[src/rtl/spi_sensor_responder.sv]
// SPI mode-3 responder exposing a 64x8 register file with a read-only WHOAMI byte at 0x0F.
// Define SPI_AUTOINC_EN to honour the MS bit (address auto-increment); otherwise every data byte targets the start address.
module spi_sensor_responder #(
    parameter logic [7:0] WHOAMI      = 8'h33,
    parameter int         SYNC_STAGES = 2
) (
    input  logic       clk,
    input  logic       resetn,
    input  logic       spi_sck,
    input  logic       spi_csn,
    input  logic       spi_mosi,
    output logic       spi_miso,
    output logic       spi_miso_oe,
    input  logic       ld_we,
    input  logic [5:0] ld_addr,
    input  logic [7:0] ld_data,
    output logic       wr_stb,
    output logic [5:0] wr_addr,
    output logic [7:0] wr_data,
    output logic       busy
);

    localparam logic [1:0] ST_IDLE    = 2'd0;
    localparam logic [1:0] ST_CMD     = 2'd1;
    localparam logic [1:0] ST_DATA    = 2'd2;
    localparam logic [1:0] ST_WAIT_CS = 2'd3;

    localparam logic [5:0] WHOAMI_ADDR = 6'h0F;
    localparam logic [2:0] SETTLE_MAX  = 3'(SYNC_STAGES);

`ifdef SPI_AUTOINC_EN
    localparam logic AUTOINC = 1'b1;
`else
    localparam logic AUTOINC = 1'b0;
`endif

    // Pin synchronizers preset to the bus idle levels so reset never fabricates an edge.
    logic [SYNC_STAGES-1:0] sck_sync, csn_sync, mosi_sync;
    logic                   sck_d, csn_d;
    logic                   sck_s, csn_s, mosi_s;
    logic                   sck_rise, sck_fall, csn_rise, csn_fall, sample;

    always_ff @(posedge clk) begin
        if (!resetn) begin
            sck_sync  <= '1;
            csn_sync  <= '1;
            mosi_sync <= '0;
            sck_d     <= 1'b1;
            csn_d     <= 1'b1;
        end else begin
            sck_sync  <= {sck_sync[SYNC_STAGES-2:0], spi_sck};
            csn_sync  <= {csn_sync[SYNC_STAGES-2:0], spi_csn};
            mosi_sync <= {mosi_sync[SYNC_STAGES-2:0], spi_mosi};
            sck_d     <= sck_s;
            csn_d     <= csn_s;
        end
    end

    assign sck_s    = sck_sync[SYNC_STAGES-1];
    assign csn_s    = csn_sync[SYNC_STAGES-1];
    assign mosi_s   = mosi_sync[SYNC_STAGES-1];
    assign sck_rise = sck_s & ~sck_d;
    assign sck_fall = ~sck_s & sck_d;
    assign csn_rise = csn_s & ~csn_d;
    assign csn_fall = ~csn_s & csn_d;
    assign sample   = sck_rise & ~csn_s;

    logic [1:0] state;
    logic [2:0] bit_cnt;
    logic [2:0] settle;
    logic [6:0] shift;
    logic       rw;
    logic       inc_en;
    logic [5:0] addr;
    logic [7:0] rd_byte;
    logic       miso_q, oe_q, busy_q;
    logic       wr_stb_q;
    logic [5:0] wr_addr_q;
    logic [7:0] wr_data_q;

    logic [7:0] mem [64];

    logic [7:0] rx_byte;
    logic       byte_done;
    logic       spi_we;
    logic [5:0] next_addr;
    logic [5:0] rd_addr;
    logic [7:0] rd_data;

    always_comb begin
        rx_byte   = {shift, mosi_s};
        byte_done = sample && (bit_cnt == 3'd7);
        spi_we    = (state == ST_DATA) && !rw && byte_done;
        next_addr = inc_en ? addr + 6'd1 : addr;
        // Byte about to start: the command's target, or the advanced data address.
        rd_addr   = (state == ST_CMD) ? rx_byte[5:0] : next_addr;
        rd_data   = (rd_addr == WHOAMI_ADDR) ? WHOAMI : mem[rd_addr];
    end

    // SPI commit has priority; a colliding local preload is simply dropped.
    always_ff @(posedge clk) begin
        if (!resetn) begin
            for (int i = 0; i < 64; i++) mem[i] <= '0;
        end else if (spi_we) begin
            if (addr != WHOAMI_ADDR) mem[addr] <= rx_byte;
        end else if (ld_we && ld_addr != WHOAMI_ADDR) begin
            mem[ld_addr] <= ld_data;
        end
    end

    always_ff @(posedge clk) begin
        if (!resetn) begin
            state     <= ST_WAIT_CS;
            bit_cnt   <= '0;
            settle    <= '0;
            shift     <= '0;
            rw        <= 1'b0;
            inc_en    <= 1'b0;
            addr      <= '0;
            rd_byte   <= '0;
            miso_q    <= 1'b0;
            oe_q      <= 1'b0;
            busy_q    <= 1'b0;
            wr_stb_q  <= 1'b0;
            wr_addr_q <= '0;
            wr_data_q <= '0;
        end else begin
            wr_stb_q <= 1'b0;
            if (csn_rise) begin
                state   <= ST_IDLE;
                busy_q  <= 1'b0;
                oe_q    <= 1'b0;
                miso_q  <= 1'b0;
                bit_cnt <= '0;
                settle  <= '0;
            end else begin
                case (state)
                    // Demand SYNC_STAGES+1 high samples so the preset values have flushed.
                    ST_WAIT_CS: begin
                        if (csn_s) begin
                            if (settle == SETTLE_MAX) state <= ST_IDLE;
                            else                      settle <= settle + 3'd1;
                        end else begin
                            settle <= '0;
                        end
                    end
                    ST_IDLE: begin
                        if (csn_fall) begin
                            state   <= ST_CMD;
                            bit_cnt <= '0;
                            busy_q  <= 1'b1;
                        end
                    end
                    ST_CMD: begin
                        if (sample) begin
                            shift   <= rx_byte[6:0];
                            bit_cnt <= bit_cnt + 3'd1;
                            if (byte_done) begin
                                rw      <= rx_byte[7];
                                inc_en  <= AUTOINC & rx_byte[6];
                                addr    <= rx_byte[5:0];
                                rd_byte <= rd_data;
                                state   <= ST_DATA;
                            end
                        end
                    end
                    ST_DATA: begin
                        if (sample) begin
                            shift   <= rx_byte[6:0];
                            bit_cnt <= bit_cnt + 3'd1;
                            if (byte_done) begin
                                addr    <= next_addr;
                                rd_byte <= rd_data;
                                if (!rw) begin
                                    wr_stb_q  <= 1'b1;
                                    wr_addr_q <= addr;
                                    wr_data_q <= rx_byte;
                                end
                            end
                        end else if (sck_fall && rw) begin
                            miso_q  <= rd_byte[7];
                            rd_byte <= {rd_byte[6:0], 1'b0};
                            oe_q    <= 1'b1;
                        end
                    end
                    default: state <= ST_WAIT_CS;
                endcase
            end
        end
    end

    assign spi_miso    = miso_q & oe_q;
    assign spi_miso_oe = oe_q;
    assign busy        = busy_q;
    assign wr_stb      = wr_stb_q;
    assign wr_addr     = wr_addr_q;
    assign wr_data     = wr_data_q;

endmodule
[config.mk]
export PLATFORM = sky130hd
export DESIGN_NAME = spi_sensor_responder
export DESIGN_NICKNAME = d
export VERILOG_FILES = /design/src/rtl/spi_sensor_responder.sv
export SDC_FILE = /design/constraint.sdc
export NUM_CORES = 1
export LEC_CHECK = 0
export ABC_AREA = 0
export BUFFER_PORTS_ARGS = -buffer_cell sky130_fd_sc_hd__clkbuf_2
export CORE_MARGIN = 3
export CORE_UTILIZATION = 36
export DETAILED_ROUTE_END_ITERATION = 10
export PLACE_DENSITY = 0.58
export SLEW_MARGIN = 20
export SYNTH_ARGS = -nofsm -noshare
export SYNTH_HDL_FRONTEND = slang
export SYNTH_SLANG_ARGS = --single-unit
[constraint.sdc]
create_clock -name clk -period 3.6 [get_ports clk]
set_clock_uncertainty 0.2 [all_clocks]
set_input_delay 0 -clock clk [delete_from_list [all_inputs] [get_ports clk]]
set_output_delay 0 -clock clk [all_outputs]
set_load 0.03 [all_outputs]
==> metrics <==
run status=finished clean; Total Routing Usage GR=0.226; launching point of the worst reg2reg path=state[1]; sum of internal, switching and leakage power=0.0153 W; count of placed standard cells including taps=3497; via count of the routed design=20300; path depth of the worst reg2reg path=11; Most Frequent Cell on Critical Path=buf_12; height of the die=273 um; number of buffer cells added on primary ports=37; area enclosed by the die boundary=74800 um2; beginning of the worst hold path=ld_addr[1]; share of layout cells above drive strength 1=0.131; number of antenna-violating nets in the routed design=0; Worst path max stage delay=0.50 ns; Least-Margin Pin Slew=0.918 ns; Worst VDD drop=356 uV; static power due to leakage=10.8 nW; instance count of the mapped netlist=2505; register-to-register setup slack=0.07 ns; endpoint required time on the critical path=3.96 ns; RSZ-0062 raised after global routing=no; growth of design area from synthesis to finish=18.3%; Synth area leaders=edfxtp_1 60%, nand2_1 8.8%, nor2_1 8.1%, dfxtp_1 4.4%, nand3_1 3.7%; DRC=0; area share of the leading cell type in the synthesized netlist=0.597; final RePlAce weighted congestion=0.934; Core Box Area=70400 um2; Synth warnings=0; number of nets in the final layout=2668; number of clock sinks seen by CTS=568; number of antenna violations at the first check in global routing=1; critical-path cell with the highest stage delay=mux4_2; number of core rows=97; number of inserted filler cells in the final layout=6637; Vias/cell=5.59; post-synthesis sequential area ratio=0.641; Initial DRT Pass Iterations=6; Slew headroom=0.375; synth cell count leaders=603 x nand2_1, 556 x nor2_1, 512 x edfxtp_1; Critical Path Fanout Max=31; cell at the root of the clock tree=clkbuf_16; capture instance of the worst register-to-register path=rd_byte[7]; wire length of the first global-routing pass=127 mm; register bit count reported by yosys=568; number of max-slew violations in the final report=0; clock buffers created by TritonCTS=60; starting density of the core=0.366; largest area contributor in the synthesized netlist=edfxtp_1; count of flip-flops with a built-in enable after synthesis=512; cell-by-cell listing of the critical path=inv_1 > ha_2 > mux2i_4 > buf_12 > buf_12 > nand2_1 > a311oi_1 > a31oi_1 > mux4_2 > a211o_1 > o21ai_1; number of different library cells in the post-synthesis netlist=65; pin count of the biggest net entering global routing=64; maximum clock frequency=0.284 GHz; insertion delay of the later-clocked pin in the worst-skew pair=0.64 ns; Layout Cells excl Fill=3626; final critical path time including I/O delays and setup=3.53 ns; I/O Pins=38; arrival time at the worst endpoint=3.88 ns; share of synthesized registers carrying an async set or reset=0; startpoint kind of the worst setup timing path=register; vias in the first global route=19400; power per cell area=501 nW/um2; average instance area after synthesis=10.3 um2; critical path launch point=state[1]; worst hold path class=in -> reg; Worst Hold Depth=7; number of H-tree branching levels=2; mapped cell area=25700 um2; element type at the critical path end=register; Setup CP Type=reg -> reg; final routed wire length divided by cell count=23.6 um; end point of the most critical hold path=mem[58][3]; clock tree from TritonCTS=done; most common cell in the synthesized netlist=nand2_1; drt initial violations=2534; endpoints failing hold=0; aggregate routed wire length=85.7 mm; max-cap check violation count=0; Util after Layout=0.433; Final setup violation count=0; half-perimeter wire length of the detailed placement result=56.3 mm; Die Wd=273 um; CTS max path bufs=3; clock transition at the registers of the reported paths=0.06 ns; portion of the clock cycle consumed by the worst path in the final layout=0.979; global route overflow=0; predominant post-synthesis flop cell=edfxtp_1
==> timing repair <==
action / in CTS / in global routing
endpoints found under the hold margin: 513 / 0
setup endpoints to repair: 3 / 25
resized for setup: 3 / 4
hold buffers: 18 / 0
setup buffers: 0 / 0
==> metrics by stage <==
| stage | TNS (ns) | area [um2] | setup WS (ns) | hold WS (ns) |
|---|---|---|---|---|
| after detailed placement | -0.274 | 28300 | -0.138 | 0.00267 |
| after CTS | 0 | 30400 | 0.0700 | 0.152 |
| after global placement | -0.812 | 28300 | -0.498 | -0.00397 |
| after floorplan | 0 | 25800 | 0.550 | -0.0985 |
| final | 0 | 30500 | 0.0748 | 0.209 |
| after global routing | 0 | 30500 | 0.00491 | 0.224 |
==> per-layer routing <==
layer | wire, um | part of all wire | vias up | global-route usage
met5 | 17 | 0.00020 | - | 0
met4 | 3980 | 0.046 | 2 | 0.0985
met3 | 9110 | 0.11 | 194 | 0.0466
met2 | 37900 | 0.44 | 1143 | 0.348
met1 | 34700 | 0.40 | 9971 | 0.311
li1 | - | - | 8963 | -
==> sequential cells by signal, indices dropped and copies added (netlist names), 2 cells and up <==
register and flops:
wr_addr 6, addr 6, csn_sync 2, mem 512, sck_sync 2, rd_byte 8
wr_data 8, settle 3, state 2, bit_cnt 3, shift 7, mosi_sync 2
==> worst max-delay path, delay by kind of cell, from the launching register on <==
kind | cells | cell delay, ns
muxes | 2 | 0.85
buffers and inverters | 3 | 0.61
and+or+nand+nor | 1 | 0.11
adders and majority gates | 1 | 0.36
AOI/OAI and AO/OA | 4 | 0.93
DFF | 1 | 0.34
==> cells by family after synthesis <==
family	share of synthesized area
buffers and inverters	0.0331
AOI/OAI and AO/OA	0.0511
other	0.000146
DFF	0.641
muxes	0.0358
xor gates and xnor gates	0.000340
adders and majority gates	0.00535
and+or+nand+nor	0.234
==> layout by cell type (no fill, tap or decap), types with 11 or more instances in the layout <==
master         count
nand2_1          600
nor2_1           556
edfxtp_1         512
nand3_1          192
buf_4            153
clkbuf_16         61
mux2i_1           59
dfxtp_1           56
a21oi_1           44
clkbuf_2          36
buf_12            32
a31oi_1           26
nand4_1           25
o21ai_0           22
and3_1            21
a311oi_1          20
dlygate4sd3_1     18
a32oi_1           17
nand2b_1          16
clkbuf_1          16
inv_1             14
and2_1            11
mux2i_4           11
==> how the worst max path moves through the flow <==
stage          slack [ns]  cells after the start          to
2_1_floorplan        0.55                     12  mem[40][0]
3_3_place_gp        -0.50                     12  rd_byte[5]
3_5_place_dp        -0.14                     12  rd_byte[5]
4_1_cts              0.07                     11  rd_byte[5]
5_1_grt             0.005                     12  mem[30][0]
6_report             0.07                     11  rd_byte[7]
==> layout make-up <==
cell class | instances | area, um2 | share of cell area
antenna | 1 | 2.50 | 0.0000822
clock buffer | 85 | 1690 | 0.0555
clock inverter | 25 | 254 | 0.00834
inverter | 15 | 56.3 | 0.00185
multi-input combinational | 1753 | 8630 | 0.283
sequential | 568 | 16500 | 0.542
tap | 940 | 1180 | 0.0386
timing repair buffer | 239 | 2150 | 0.0706
==> where the power goes <==
| group | internal [W] | switching (W) | leakage, nW |
|---|---|---|---|
| clock network | 0.00361 | 0.00259 | 0.956 |
| registers | 0.00741 | 0.000103 | 5.74 |
| logic | 0.000497 | 0.00106 | 4.06 |
(Power assumes the default switching activity.)
